**src/rtl/sdram_arbit_pkg.sv**
```systemverilog
// sdram_arbit_pkg: shared FSM encoding and default sizing for the SDRAM round-robin arbiter.
// Rev 1.0
`default_nettype none

package sdram_arbit_pkg;

   typedef enum logic [1:0] {
      S_INIT = 2'd0,
      S_ARB  = 2'd1,
      S_REF  = 2'd2,
      S_CH   = 2'd3
   } state_t;

   localparam int DEF_N_CH       = 4;
   localparam int DEF_MAX_BURSTS = 2;
   localparam int DEF_REF_TMO    = 64;

endpackage

`default_nettype wire

```
**src/rtl/sdram_arbit_rr_pick.sv**
```systemverilog
// rr_pick: combinational rotating search, first set bit of req starting at ptr+1 modulo N_CH.
// Rev 1.0
`default_nettype none

module rr_pick #(
   parameter int N_CH = 4,
   parameter int ID_W = $clog2(N_CH)
) (
   input  logic [N_CH-1:0] req,
   input  logic [ID_W-1:0] ptr,
   output logic            found,
   output logic [ID_W-1:0] index
);

   logic [ID_W-1:0] cand;

   // Walk from the farthest candidate back to the nearest so the nearest one wins.
   always_comb begin
      found = |req;
      index = '0;
      cand  = '0;
      for (int i = N_CH; i >= 1; i--) begin
         cand = ID_W'((int'(ptr) + i) % N_CH);
         if (req[cand]) begin
            index = cand;
         end
      end
   end

endmodule

`default_nettype wire

```
**src/rtl/sdram_arbit_rr.sv**
```systemverilog
// sdram_arbit_rr: SDRAM command-bus arbiter; refresh has priority, user channels share the bus round-robin.
// Rev 1.0
`default_nettype none

module sdram_arbit_rr
   import sdram_arbit_pkg::*;
#(
   parameter int N_CH       = DEF_N_CH,
   parameter int MAX_BURSTS = DEF_MAX_BURSTS,
   parameter int REF_TMO    = DEF_REF_TMO,
   parameter int ID_W       = $clog2(N_CH)
) (
   input  logic            sysclk_100M,
   input  logic            rst_n,
   input  logic            init_done,
   input  logic            ref_req,
   input  logic            ref_done,
   input  logic [N_CH-1:0] ch_req,
   input  logic [N_CH-1:0] ch_done,
   output logic            ref_gnt,
   output logic [N_CH-1:0] ch_gnt,
   output logic [ID_W-1:0] gnt_id,
   output logic            busy,
   output logic            ref_late
);

   localparam int WAIT_W = $clog2(REF_TMO + 1);

   state_t            state, state_nxt;
   logic [ID_W-1:0]   rr_ptr, rr_ptr_nxt;
   logic [3:0]        burst_cnt, burst_cnt_nxt;
   logic [WAIT_W-1:0] wait_cnt;
   logic              ref_gnt_nxt;
   logic [N_CH-1:0]   ch_gnt_nxt;
   logic [ID_W-1:0]   gnt_id_nxt;
   logic              pick_found;
   logic [ID_W-1:0]   pick_index;
   logic              ch_release;

   rr_pick #(
      .N_CH (N_CH),
      .ID_W (ID_W)
   ) u_rr_pick (
      .req   (ch_req),
      .ptr   (rr_ptr),
      .found (pick_found),
      .index (pick_index)
   );

   // A burst hands the bus back when refresh is waiting, the owner is done, or its quota is spent.
   assign ch_release = ref_req || !ch_req[gnt_id] || (burst_cnt == 4'(MAX_BURSTS - 1));

   always_comb begin
      state_nxt     = state;
      ref_gnt_nxt   = ref_gnt;
      ch_gnt_nxt    = ch_gnt;
      gnt_id_nxt    = gnt_id;
      rr_ptr_nxt    = rr_ptr;
      burst_cnt_nxt = burst_cnt;
      case (state)
         S_INIT: begin
            ref_gnt_nxt = 1'b0;
            ch_gnt_nxt  = '0;
            if (init_done) begin
               state_nxt = S_ARB;
            end
         end
         S_ARB: begin
            if (ref_req) begin
               state_nxt   = S_REF;
               ref_gnt_nxt = 1'b1;
            end else if (pick_found) begin
               state_nxt              = S_CH;
               ch_gnt_nxt             = '0;
               ch_gnt_nxt[pick_index] = 1'b1;
               gnt_id_nxt             = pick_index;
               burst_cnt_nxt          = '0;
            end
         end
         S_REF: begin
            if (ref_done) begin
               state_nxt   = S_ARB;
               ref_gnt_nxt = 1'b0;
            end
         end
         S_CH: begin
            if (ch_done[gnt_id]) begin
               if (ch_release) begin
                  state_nxt  = S_ARB;
                  ch_gnt_nxt = '0;
                  rr_ptr_nxt = gnt_id;
               end else begin
                  burst_cnt_nxt = burst_cnt + 4'd1;
               end
            end
         end
         default: begin
            state_nxt   = S_INIT;
            ref_gnt_nxt = 1'b0;
            ch_gnt_nxt  = '0;
         end
      endcase
   end

   always_ff @(posedge sysclk_100M) begin
      if (!rst_n) begin
         state     <= S_INIT;
         ref_gnt   <= 1'b0;
         ch_gnt    <= '0;
         gnt_id    <= '0;
         busy      <= 1'b0;
         rr_ptr    <= ID_W'(N_CH - 1);
         burst_cnt <= '0;
      end else begin
         state     <= state_nxt;
         ref_gnt   <= ref_gnt_nxt;
         ch_gnt    <= ch_gnt_nxt;
         gnt_id    <= gnt_id_nxt;
         busy      <= ref_gnt_nxt | (|ch_gnt_nxt);
         rr_ptr    <= rr_ptr_nxt;
         burst_cnt <= burst_cnt_nxt;
      end
   end

   // Refresh starvation monitor; ref_late stays set until reset.
   always_ff @(posedge sysclk_100M) begin
      if (!rst_n) begin
         wait_cnt <= '0;
         ref_late <= 1'b0;
      end else if (state != S_INIT && ref_req && !ref_gnt) begin
         if (wait_cnt != WAIT_W'(REF_TMO)) begin
            wait_cnt <= wait_cnt + WAIT_W'(1);
         end
         if (wait_cnt == WAIT_W'(REF_TMO - 1)) begin
            ref_late <= 1'b1;
         end
      end else if (ref_gnt) begin
         wait_cnt <= '0;
      end
   end

endmodule

`default_nettype wire

```
**config.mk**
```make
export PLATFORM = sky130hd
export DESIGN_NAME = sdram_arbit_rr
export DESIGN_NICKNAME = d
export VERILOG_FILES = /design/src/rtl/sdram_arbit_pkg.sv /design/src/rtl/sdram_arbit_rr_pick.sv /design/src/rtl/sdram_arbit_rr.sv
export SDC_FILE = /design/constraint.sdc
export NUM_CORES = 1
export LEC_CHECK = 0
export BUFFER_PORTS_ARGS = -buffer_cell sky130_fd_sc_hd__buf_4
export CAP_MARGIN = 20
export CELL_PAD_IN_SITES_DETAIL_PLACEMENT = 1
export CELL_PAD_IN_SITES_GLOBAL_PLACEMENT = 2
export CORE_MARGIN = 3
export CORE_UTILIZATION = 33
export CTS_CLUSTER_SIZE = 28
export DETAILED_ROUTE_END_ITERATION = 10
export GPL_TIMING_DRIVEN = 0
export HOLD_SLACK_MARGIN = 0.05
export PLACE_DENSITY_LB_ADDON = 0.1
export SKIP_LAST_GASP = 1
export SLEW_MARGIN = 20
export SYNTH_ARGS = -nofsm -noshare
export SYNTH_HDL_FRONTEND = slang
export SYNTH_SLANG_ARGS = --single-unit
```
**constraint.sdc**
```tcl
create_clock -name sysclk_100M -period 2 [get_ports sysclk_100M]
set_clock_uncertainty 0.05 [all_clocks]
set_input_delay 0.2 -clock sysclk_100M [delete_from_list [all_inputs] [get_ports sysclk_100M]]
set_output_delay 0.2 -clock sysclk_100M [all_outputs]
set_load 0.03 [all_outputs]
```
==> Word level (Yosys, flattened, before mapping) <==
Cells that the tools add are included.
{ "totals": {"register_bits": 24, "latchBits": 0, "mem_bits_rw": 0, "mem_bits_ro": 0, "in_bits": 13, "n_memories": 0} }
{ "classes": {"n_addsub": 6, "n_mul": 0, "div_mod_pow": 0, "n_lt_le_gt_ge": 7, "eq_ne": 15, "shift": 0, "mux": 41, "n_bitwise": 2, "n_reduce_logical": 19} }
{ "ops": {"columns": ["op", "n"], "rows": [
  ["2-to-1 mux 4 bit", 8],
  ["2-to-1 mux 7 bit", 3],
  ["2-to-1 mux 2 bit", 10],
  ["less-than comparator 2 x 3 -> 1 bit, second input constant", 6],
  ["inequality test 2 bit, second input constant", 7],
  ["binary-select mux 1 bit (select 2 bit)", 6],
  ["one-hot mux 4 bit (3 select lines)", 1],
  ["AND reduction 5 bit", 2],
  ["2-to-1 mux 1 bit", 9],
  ["one-hot mux 2 bit (4 select lines)", 1],
  ["one-hot mux 4 bit (2 select lines)", 1],
  ["OR reduction 4 bit", 2],
  ["adder 7 x 1 -> 7 bit, second input constant", 1],
  ["equality test 7 x 6 -> 1 bit, second input constant", 1],
  ["inequality test 7 bit, second input constant", 1],
  ["AND reduction 3 bit", 2],
  ["nonzero test 2 bit", 3],
  ["adder 2 x 1 -> 2 bit, second input constant", 2],
  ["adder 2 bit, second input constant", 2],
  ["adder 4 x 1 -> 4 bit, second input constant", 1],
  ["equality test 2 bit, second input constant", 2],
  ["equality test 4 x 1 -> 1 bit, second input constant", 1],
  ["AND reduction 2 bit", 2],
  ["logical AND 1 bit", 3],
  ["11 further kinds", 13]
]} }

==> Longest topological paths before layout <==
Gate-level depths: netlist of run 1.
{ "depth": {"ltp_word": 16, "mapped_depth": 7} }

==> Hierarchy <==
Synthesis of run 1 repeated with hierarchy kept, for this count alone.
{ "unflattened": {"cells_unflattened": 163, "hier_area_um2": 1375.1} }
{ "modules_own_cells": {"columns": ["mod", "n_inst", "cells_each", "area_per_inst_um2", "seq_area_each_um2"], "rows": [
  ["sdram_arbit_rr", 1, 149, 1283.7, 480.5],
  ["rr_pick", 1, 14, 91.3, 0.0]
]} }

==> Worst setup path before layout of run 1 <==
OpenSTA, ideal clock, no wires.
{ "synth_path": {"path_kind": "reg-to-reg", "start": "register gnt_id[0]", "end": "register ch_gnt[3]", "arrival_ns": 1.921, "required_ns": 1.890, "slack_ns": -0.031, "stages_incl_launch_ff": 5, "n_path_buf": 0, "synth_period_minus_slack_ns": 2.031, "cell_sequence": "dfxtp_1 > mux4_1 > and3_4 > a221oi_4 > a22o_1"} }
{ "synth_via": {"elab_chain_cells": 8, "elab_cells_between_ends": 10, "classes_between": "mux (7); reduce/logical (3)"} }
{ "synth_lines": {"columns": ["item", "line", "text"], "rows": [
  ["start, declared", "sdram_arbit_rr.sv:22", "output logic [ID_W-1:0] gnt_id,"],
  ["start signal, assigned", "sdram_arbit_rr.sv:118", "gnt_id <= gnt_id_nxt;"],
  ["binary-select mux 1 bit (select 2 bit)", "sdram_arbit_rr.sv:51", "assign ch_release = ref_req || !ch_req[gnt_id] || (burst_cnt == 4'(MAX_BURSTS - 1));"],
  ["2-to-1 mux 1 bit (implied by the code)", "sdram_arbit_rr.sv:51", null],
  ["zero test 1 bit", "sdram_arbit_rr.sv:51", null],
  ["logical OR 1 bit (2 in a row)", "sdram_arbit_rr.sv:51", null],
  ["2-to-1 mux 4 bit", "sdram_arbit_rr.sv:88", "if (ch_release) begin"],
  ["2-to-1 mux 4 bit *", "sdram_arbit_rr.sv:87", "if (ch_done[gnt_id]) begin"],
  ["one-hot mux 4 bit (3 select lines) *", "sdram_arbit_rr.sv:60", "case (state)"],
  ["end signal, assigned", "sdram_arbit_rr.sv:117", "ch_gnt <= ch_gnt_nxt;"],
  ["end, declared", "sdram_arbit_rr.sv:21", "output logic [N_CH-1:0] ch_gnt,"]
]} }
Every way passes the cells marked *; elsewhere a longest branch is shown, timed or not. The select of a mux whose other input is x is not followed.
A chain may end at the register's enable or synchronous reset.

==> Worst setup path in the final report of run 1 <==
{ "layout_path": {"start": "register burst_cnt[1]", "end": "register burst_cnt[2]"} }
{ "layout_via": {"elab_chain_cells": 4, "elab_cells_between_ends": 8, "classes_between": "add/sub (1); eq/ne (2); mux (3); reduce/logical (2)"} }
{ "layout_lines": {"columns": ["item", "line", "text"], "rows": [
  ["start, declared", "sdram_arbit_rr.sv:31", "logic [3:0] burst_cnt, burst_cnt_nxt;"],
  ["start signal, assigned", "sdram_arbit_rr.sv:121", "burst_cnt <= burst_cnt_nxt;"],
  ["adder 4 x 1 -> 4 bit or equality test 4 x 1 -> 1 bit (tied branches)", "sdram_arbit_rr.sv:93, sdram_arbit_rr.sv:51", null],
  ["2-to-1 mux 4 bit or logical OR 1 bit (tied branches)", "sdram_arbit_rr.sv:88, sdram_arbit_rr.sv:51", null],
  ["2-to-1 mux 4 bit or inequality test 2 bit (tied branches)", null, null],
  ["one-hot mux 4 bit (2 select lines) or AND reduction 5 bit (tied branches)", null, null]
]} }
Parallel ways exist; a longest one is shown, timed or not. The select of a mux whose other input is x is not followed.

==> results of run 1 <==
final cells by class:
type,instances,share of cell area [%]
timing repair buffer,21,10.11
sequential,24,30.90
multi-input combinational,105,48.72
clock buffer,3,2.648
tap,48,3.852
inverter,9,2.167
buffer,4,1.605
cells in the final DEF (no fill, tap or decap), types with 5 or more instances in the layout:
master	instances
o21ai_0	8
xnor2_1	5
nand2_1	5
inv_1	9
buf_4	21
nor2_1	13
dfxtp_1	23
state kept, by name (all words and copies together), names as in the netlist:
register / flops
gnt_id: 2
ref_gnt: 1
wait_cnt: 7
ref_late: 1
state: 2
ch_gnt: 4
busy: 1
rr_ptr: 2
burst_cnt: 4
synthesized netlist by cell type, types with 2 or more instances:
cell type | n | area (um^2)
or4_1 | 2 | 15.01
nor2b_1 | 4 | 25.02
xnor2_1 | 5 | 43.79
a22o_1 | 4 | 35.03
o21ai_0 | 8 | 40.04
a211oi_1 | 2 | 15.01
nand3_1 | 4 | 20.02
dfxtp_1 | 24 | 480.5
ha_1 | 4 | 50.05
mux2i_1 | 3 | 30.03
a21o_1 | 2 | 15.01
buf_2 | 2 | 10.01
nor4_1 | 2 | 12.51
a31oi_1 | 4 | 25.02
nand2b_1 | 4 | 25.02
a21oi_1 | 3 | 15.01
nor2_1 | 13 | 48.80
a21boi_0 | 2 | 15.01
or3_1 | 2 | 12.51
nand2_1 | 5 | 18.77
o31ai_1 | 2 | 15.01
nor3_1 | 4 | 20.02
o21a_1 | 4 | 30.03
and3_1 | 3 | 18.77
inv_1 | 9 | 33.78
worst max-delay path: stages, from the launching register on:
cell      delay, ns
dfxtp_1        0.37
inv_1          0.07
ha_1           0.17
or3b_2         0.20
nand3b_2       0.13
buf_6          0.17
or4_1          0.47
a21boi_1       0.16
routing by layer:
| layer | track usage, % | wire length (um) | up-vias |
|---|---|---|---|
| li1 | - | - | 570 |
| met5 | 0 | 0 | - |
| met4 | 4.380 | 24 | 0 |
| met2 | 19.79 | 1321 | 13 |
| met1 | 20.41 | 1559 | 527 |
| met3 | 2.107 | 76 | 2 |
how the worst max path moves through the flow:
stage	from	to	slack (ns)	depth (start not counted)
floorplan	gnt_id[0]	ch_gnt[3]	0.11	4
global placement	gnt_id[0]	ch_gnt[0]	0.08	4
detailed placement	gnt_id[0]	ch_gnt[1]	0.06	4
CTS	gnt_id[0]	ch_gnt[1]	0.04	4
global route	gnt_id[0]	ch_gnt[0]	0.04	4
finish	burst_cnt[1]	burst_cnt[2]	0.14	7
where the power goes:
group	internal [mW]	leakage [nW]	total (mW)	switching, mW
Sequential	0.492	0.195	0.506	0.0133
Combinational	0.0764	0.383	0.171	0.0945
Clock	0.134	0.0216	0.282	0.147
Total	0.703	0.599	0.958	0.255
kinds of logic (layout without fill, tap and decap cells):
kind of cell / count (synthesis) / count (layout) / share of synthesized area (%)
simple gates: 51 / 51 / 22.48
compound gates: 39 / 39 / 22.19
flops: 24 / 24 / 36.89
buf+inv: 13 / 37 / 4.514
xor+xnor: 6 / 6 / 4.035
mux: 5 / 5 / 6.052
fa+ha+maj: 4 / 4 / 3.843
per-stage QoR:
stage,total power [mW],std cells,setup slack (ns),hold WS [ns],util (%)
after global routing,1.018,214,0.04492,0.1615,41.64
after CTS,0.9727,214,0.03615,0.1548,41.74
after detailed placement,0.6888,211,0.06024,0.4090,40.64
after global placement,0.6839,211,0.08293,0.4022,40.64
final,0.9583,214,0.1372,0.1565,41.64
after floorplan,0.6266,142,0.1127,0.2677,-
==> summary.md, run 1 <==
| Metric | Value |
|---|---|
| Status | `finished, final reports clean` |
| Worst R2R Path Depth | `7` |
| Unrepaired setup endpoints after global routing | `no` |
| Peak supply drop | `0.2469 mV` |
| Routed wire length | `2981 um` |
| CTS sink cnt | `24` |
| Worst slew margin | `62.98%` |
| CP max FO | `10` |
| Drt first pass iters | `4` |
| Max frequency | `536.8 MHz` |
| Global route overflow | `0` |
| Share of layout cells above drive strength 1 | `22.89%` |
| Final hold violations | `0` |
| Max Cap Viol | `0` |
| Tot GR Track Use | `13.64%` |
| H-tree levels | `1` |
| Clock Tree Root | `clkbuf_8` |
| Final instance area | `0.001559 mm^2` |
| Post-CTS resize count | `0` |
| # fillers | `458` |
| CP arrival | `2.01 ns` |
| First DRT Iteration DRCs | `38` |
| Mapped Cells | `142` |
| Worst EP required | `2.15 ns` |
| Chip Width | `68.83 um` |
| Number of hold buffers added after cts | `0` |
| Clk pin slew, worst setup/hold paths | `0.08 ns` |
| Number of CTS-inserted buffers | `3` |
| FF+latch count, synth | `24` |
| Post-Syn Nets | `159` |
| Worst R2R Setup Slack | `0.14 ns` |
| Die area | `0.004737 mm^2` |
| Initial Util | `34.79%` |
| Min Clock Period, post-route | `1.863 ns` |
| Synth unique cells | `46` |
| Final worst-path cycle share | `93.14%` |
| Antenna Nets Post-Route | `0` |
| Die Ht | `68.83 um` |
| Largest net degree at the start of global routing | `13` |
| Cell Area, Placed | `0.001521 mm^2` |
| Post-synth EDFFs | `0` |
| Slew Viols, Final | `0` |
| Worst Setup End Kind | `flop` |
| Post-CTS setup buffer count | `0` |
| Worst Max-Slew Pin Slew | `0.5494 ns` |
| Finish-stage setup viols | `0` |
| Nets@finish | `185` |
| Post-DP HPWL | `2348 um` |
| Static leakage | `0.5989 nW` |
| Hold Path Class | `input pin to flop` |
| Clock Latency Late Sink | `0.26 ns` |
| Vias per cell | `5.196` |
| YS warnings | `0` |
| Routability Congestion | `0.7338` |
| WS Path Type | `flop to flop` |
| Startpoint types | `flop` |
| P&R area growth vs syn | `19.69%` |
| Ant. Diodes | `0` |
| Async S/R FF share, synth | `0%` |
| Total negative slack | `0 ns` |
| PD cells | `614.7 mW/mm^2` |
| Routed len/inst | `13.93 um` |
| Register area share after synthesis | `36.89%` |
| Area occupied by multi-input gates | `759.5 um^2` |
| Worst hold endpoint | `ref_late` |
| Cell Area, Synth | `0.001302 mm^2` |
| Clk buf depth | `2` |
| Syn avg cell area | `9.173 um^2` |
| CORE AREA | `0.003744 mm^2` |
| Initial antenna violation count | `0` |
| Storage element area | `481.7 um^2` |
| Drt drc | `0` |
| Cell count of the worst hold path | `2` |
| Routed via count | `1112` |
| Port Buf Inserts | `21` |
| Worst reg2reg path endpoint | `burst_cnt[2]` |
| CTS tree | `built` |
| Most used DFF post-synth | `dfxtp_1` |
| Reg2Reg Launch Point | `burst_cnt[1]` |
| Vias in the first global route | `1043` |
| FP Rows | `22` |
| IO Count | `22` |
| First-pass GRT wire length | `4843 um` |
| Worst Hold Launch | `rst_n` |
Note: power is estimated with default switching activity, not from simulation.
==> run 2, diff against run 1 <==
--- a/config.mk
+++ b/config.mk
@@ -5,12 +5,13 @@
 export SDC_FILE = /design/constraint.sdc
 export NUM_CORES = 1
 export LEC_CHECK = 0
+export ABC_AREA = 1
 export BUFFER_PORTS_ARGS = -buffer_cell sky130_fd_sc_hd__buf_4
 export CAP_MARGIN = 20
 export CELL_PAD_IN_SITES_DETAIL_PLACEMENT = 1
 export CELL_PAD_IN_SITES_GLOBAL_PLACEMENT = 2
 export CORE_MARGIN = 3
-export CORE_UTILIZATION = 33
+export CORE_UTILIZATION = 30
 export CTS_CLUSTER_SIZE = 28
 export DETAILED_ROUTE_END_ITERATION = 10
 export GPL_TIMING_DRIVEN = 0
==> summary.md, run 2 <==
| Metric | Value |
|---|---|
| Share of layout cells above drive strength 1 | `19.84%` |
| Register area share after synthesis | `32.99%` |
| Reg2Reg Launch Point | `burst_cnt[1]` |
| Worst slew margin | `65.76%` |
| Largest family of logic cells by synthesized area | `simple AND/OR/NAND/NOR gates` |
| Crit path max-delay family | `compound AO/OA/AOI/OAI gates` |
| Vias in the first global route | `1405` |
| Antenna Nets Post-Route | `0` |
| Vias per cell | `4.760` |
| Cell with the most instances after synthesis | `nand2_1` |
| YS warnings | `0` |
| Worst EP required | `2.17 ns` |
| Slowest cell on crit path | `dfxtp_1` |
| Yosys top cell by area | `dfxtp_1` |
| Critical path depth in cells | `10` |
| Finish-stage setup viols | `0` |
| Die area | `0.005727 mm^2` |
| Commonest cells after routing, fill and taps aside | `nand2_1 (65), inv_1 (30), dfxtp_1 (23)` |
| Initial antenna violation count | `0` |
| CP cell instances | `inv_1, ha_1, a21oi_1, nand3_1, o21ai_1, nand3_2, inv_1, a21o_1, nand2_1, nor2_1` |
| Storage element area | `481.7 um^2` |
| Flop pwr share | `47.0%` |
| Final instance area | `0.001735 mm^2` |
| Cell Area, Placed | `0.001679 mm^2` |
| Die Ht | `75.68 um` |
| Worst reg2reg path endpoint | `burst_cnt[2]` |
| Hold Path Class | `input pin to flop` |
| Synth unique cells | `33` |
| WS Path Type | `flop to flop` |
| Clock Tree Root | `clkbuf_8` |
| Post-DP HPWL | `3053 um` |
| Drt drc | `0` |
| Largest net degree at the start of global routing | `14` |
| PD cells | `649.4 mW/mm^2` |
| Min Clock Period, post-route | `1.708 ns` |
| Startpoint types | `flop` |
| CTS tree | `built` |
| Routability Congestion | `0.7299` |
| Clock Latency Late Sink | `0.27 ns` |
| P_sw | `0.3556 mW` |
| Largest cells by area after synthesis | `dfxtp_1 (33%), nand2_1 (17%), inv_1 (7.7%)` |
| Async S/R FF share, synth | `0%` |
| Most used cell, CP | `inv_1` |
| Slew Viols, Final | `0` |
| Peak supply drop | `0.2675 mV` |
| Final core occ | `38.53%` |
| Max frequency | `585.5 MHz` |
| Worst path max stage delay | `0.40 ns` |
| Combinational Power Share | `22.4%` |
| Post-Syn Nets | `244` |
| H-tree levels | `1` |
| Global route overflow | `0` |
| Worst Setup SP | `burst_cnt[1]` |
| Number of CTS-inserted buffers | `3` |
| Final hold violations | `0` |
| IO Count | `22` |
| Area occupied by multi-input gates | `802.0 um^2` |
| Static leakage | `0.8430 nW` |
| Crit path capture | `burst_cnt[2]` |
| Max FFs per register | `7` |
| First DRT Iteration DRCs | `20` |
| Synth top cells by count | `nand2_1 (65), inv_1 (30), dfxtp_1 (24), nand3_1 (17), nor2_1 (16)` |
| Drt first pass iters | `2` |
| Total negative slack | `0 ns` |
| Unrepaired setup endpoints after global routing | `no` |
| Worst R2R Setup Slack | `0.29 ns` |
| Post-synth EDFFs | `0` |
| Routed len/inst | `11.97 um` |
| Worst R2R Path Depth | `10` |
| Non-Filler Instances | `304` |
| Crit path buf inv count | `2` |
| # fillers | `607` |
| Pint | `0.7714 mW` |
| Most flops, register | `wait_cnt` |
| Port Buf Inserts | `21` |
| Syn avg cell area | `6.416 um^2` |
| Ant. Diodes | `0` |
| Compound-Gate Fraction of Synth Area | `13.23%` |
| Mux cell area share after synthesis | `0%` |
| P&R area growth vs syn | `19.16%` |
| Largest registers | `wait_cnt: 7 flops, burst_cnt: 4 flops, ch_gnt: 4 flops` |
| Synth Area in Adders | `3.436%` |
| Yosys top cell area share | `32.99%` |
| Clock power share | `30.5%` |
| Xor-xnor portion of the synthesized cell area | `0.6014%` |
| Number of hold buffers added after cts | `0` |
| CP arrival | `1.88 ns` |
| Worst Setup End Kind | `flop` |
| Initial Util | `32.33%` |
| Sw Ratio | `31.55%` |
| Chip Width | `75.68 um` |
| Design Power | `1.127 mW` |
| Tot GR Track Use | `14.24%` |
| CP max FO | `5` |
| Cell Area, Synth | `0.001456 mm^2` |
| Post-Synth Simple-Gate Area | `37.80%` |
| Nets@finish | `270` |
| Status | `finished, final reports clean` |
| FF+latch count, synth | `24` |
| Dpl cells | `300` |
| Clk buf depth | `2` |
| Max Cap Viol | `0` |
| Routed via count | `1447` |
| First-pass GRT wire length | `6272 um` |
| FP Rows | `24` |
| CTS sink cnt | `24` |
| Most common cell after layout, fill and taps aside | `nand2_1` |
| Most used DFF post-synth | `dfxtp_1` |
| Clk pin slew, worst setup/hold paths | `0.09 ns` |
| Mapped Cells | `227` |
| Final worst-path cycle share | `85.39%` |
| Worst Max-Slew Pin Slew | `0.5136 ns` |
| CORE AREA | `0.004504 mm^2` |
| Routed wire length | `3638 um` |
-- run 2: changes by cell type after synthesis, moves of 4 or more --
cell,delta
inv_2,+9
nand2_1,+60
nand2b_1,-4
nand3_1,+13
a22o_1,-4
xnor2_1,-5
a21oi_1,+8
o21a_1,-4
o21ai_1,+6
inv_1,+21
nor2b_1,-4
-- run 2: worst min-delay path, cell delays in order --
cell,delay (ns)
buf_4,0.13
nand2_1,0.06
inv_1,0.05
-- run 2: final cells by class --
cell class / instances / share of cell area (%)
Multi-Input combinational cell: 160 / 46.21
Sequential cell: 24 / 27.76
Inverter: 41 / 9.156
Timing Repair Buffer: 21 / 9.084
Tap cell: 52 / 3.749
Clock buffer: 4 / 3.172
Buffer: 2 / 0.8652
-- run 2: power by group through the flow --
stage | Clock (mW) | Sequential (mW) | Combinational [mW]
CTS | 0.358 | 0.529 | 0.259
global placement | 0 | 0.540 | 0.257
detailed placement | 0 | 0.540 | 0.259
global route | 0.378 | 0.534 | 0.293
floorplan | 0 | 0.550 | 0.163
finish | 0.344 | 0.530 | 0.253
-- run 2: how the worst min path moves through the flow --
| stage | start | to | slack (ns) | depth (start not counted) |
|---|---|---|---|---|
| floorplan | rst_n | gnt_id[1] | 0.25 | 2 |
| global placement | ref_late | ref_late | 0.40 | 2 |
| detailed placement | ref_late | ref_late | 0.40 | 2 |
| CTS | rst_n | gnt_id[1] | 0.13 | 3 |
| global route | rst_n | gnt_id[1] | 0.13 | 3 |
| finish | rst_n | gnt_id[1] | 0.14 | 3 |
-- run 2: per-stage QoR --
step | worst slack (ns) | hold slack (ns)
3_5_place_dp | 0.2281 | 0.4020
4_1_cts | 0.1954 | 0.1310
2_1_floorplan | 0.3556 | 0.2476
6_report | 0.2922 | 0.1364
5_1_grt | 0.01910 | 0.1339
3_3_place_gp | 0.2244 | 0.3951
-- run 2: what timing repair did --
item,4_1_cts,5_1_grt
gates resized for setup,0,1
endpoints found under the setup margin,0,1
setup buffers,0,0
-- run 2: cells by family (layout without fill, tap and decap cells) --
kind of cell	Yosys count	after routing
buf+inv	43	68
fa+ha+maj	4	4
flops	24	24
simple gates	122	122
compound gates	33	33
xor+xnor	1	1
-- run 2: per-layer routing --
metal	GRT usage [%]	part of all wire (%)	vias up
li1	-	-	776
met1	19.41	51	652
met2	22.82	45	17
met3	3.562	3.1	2
met4	2.913	0.52	0
met5	0	0	-
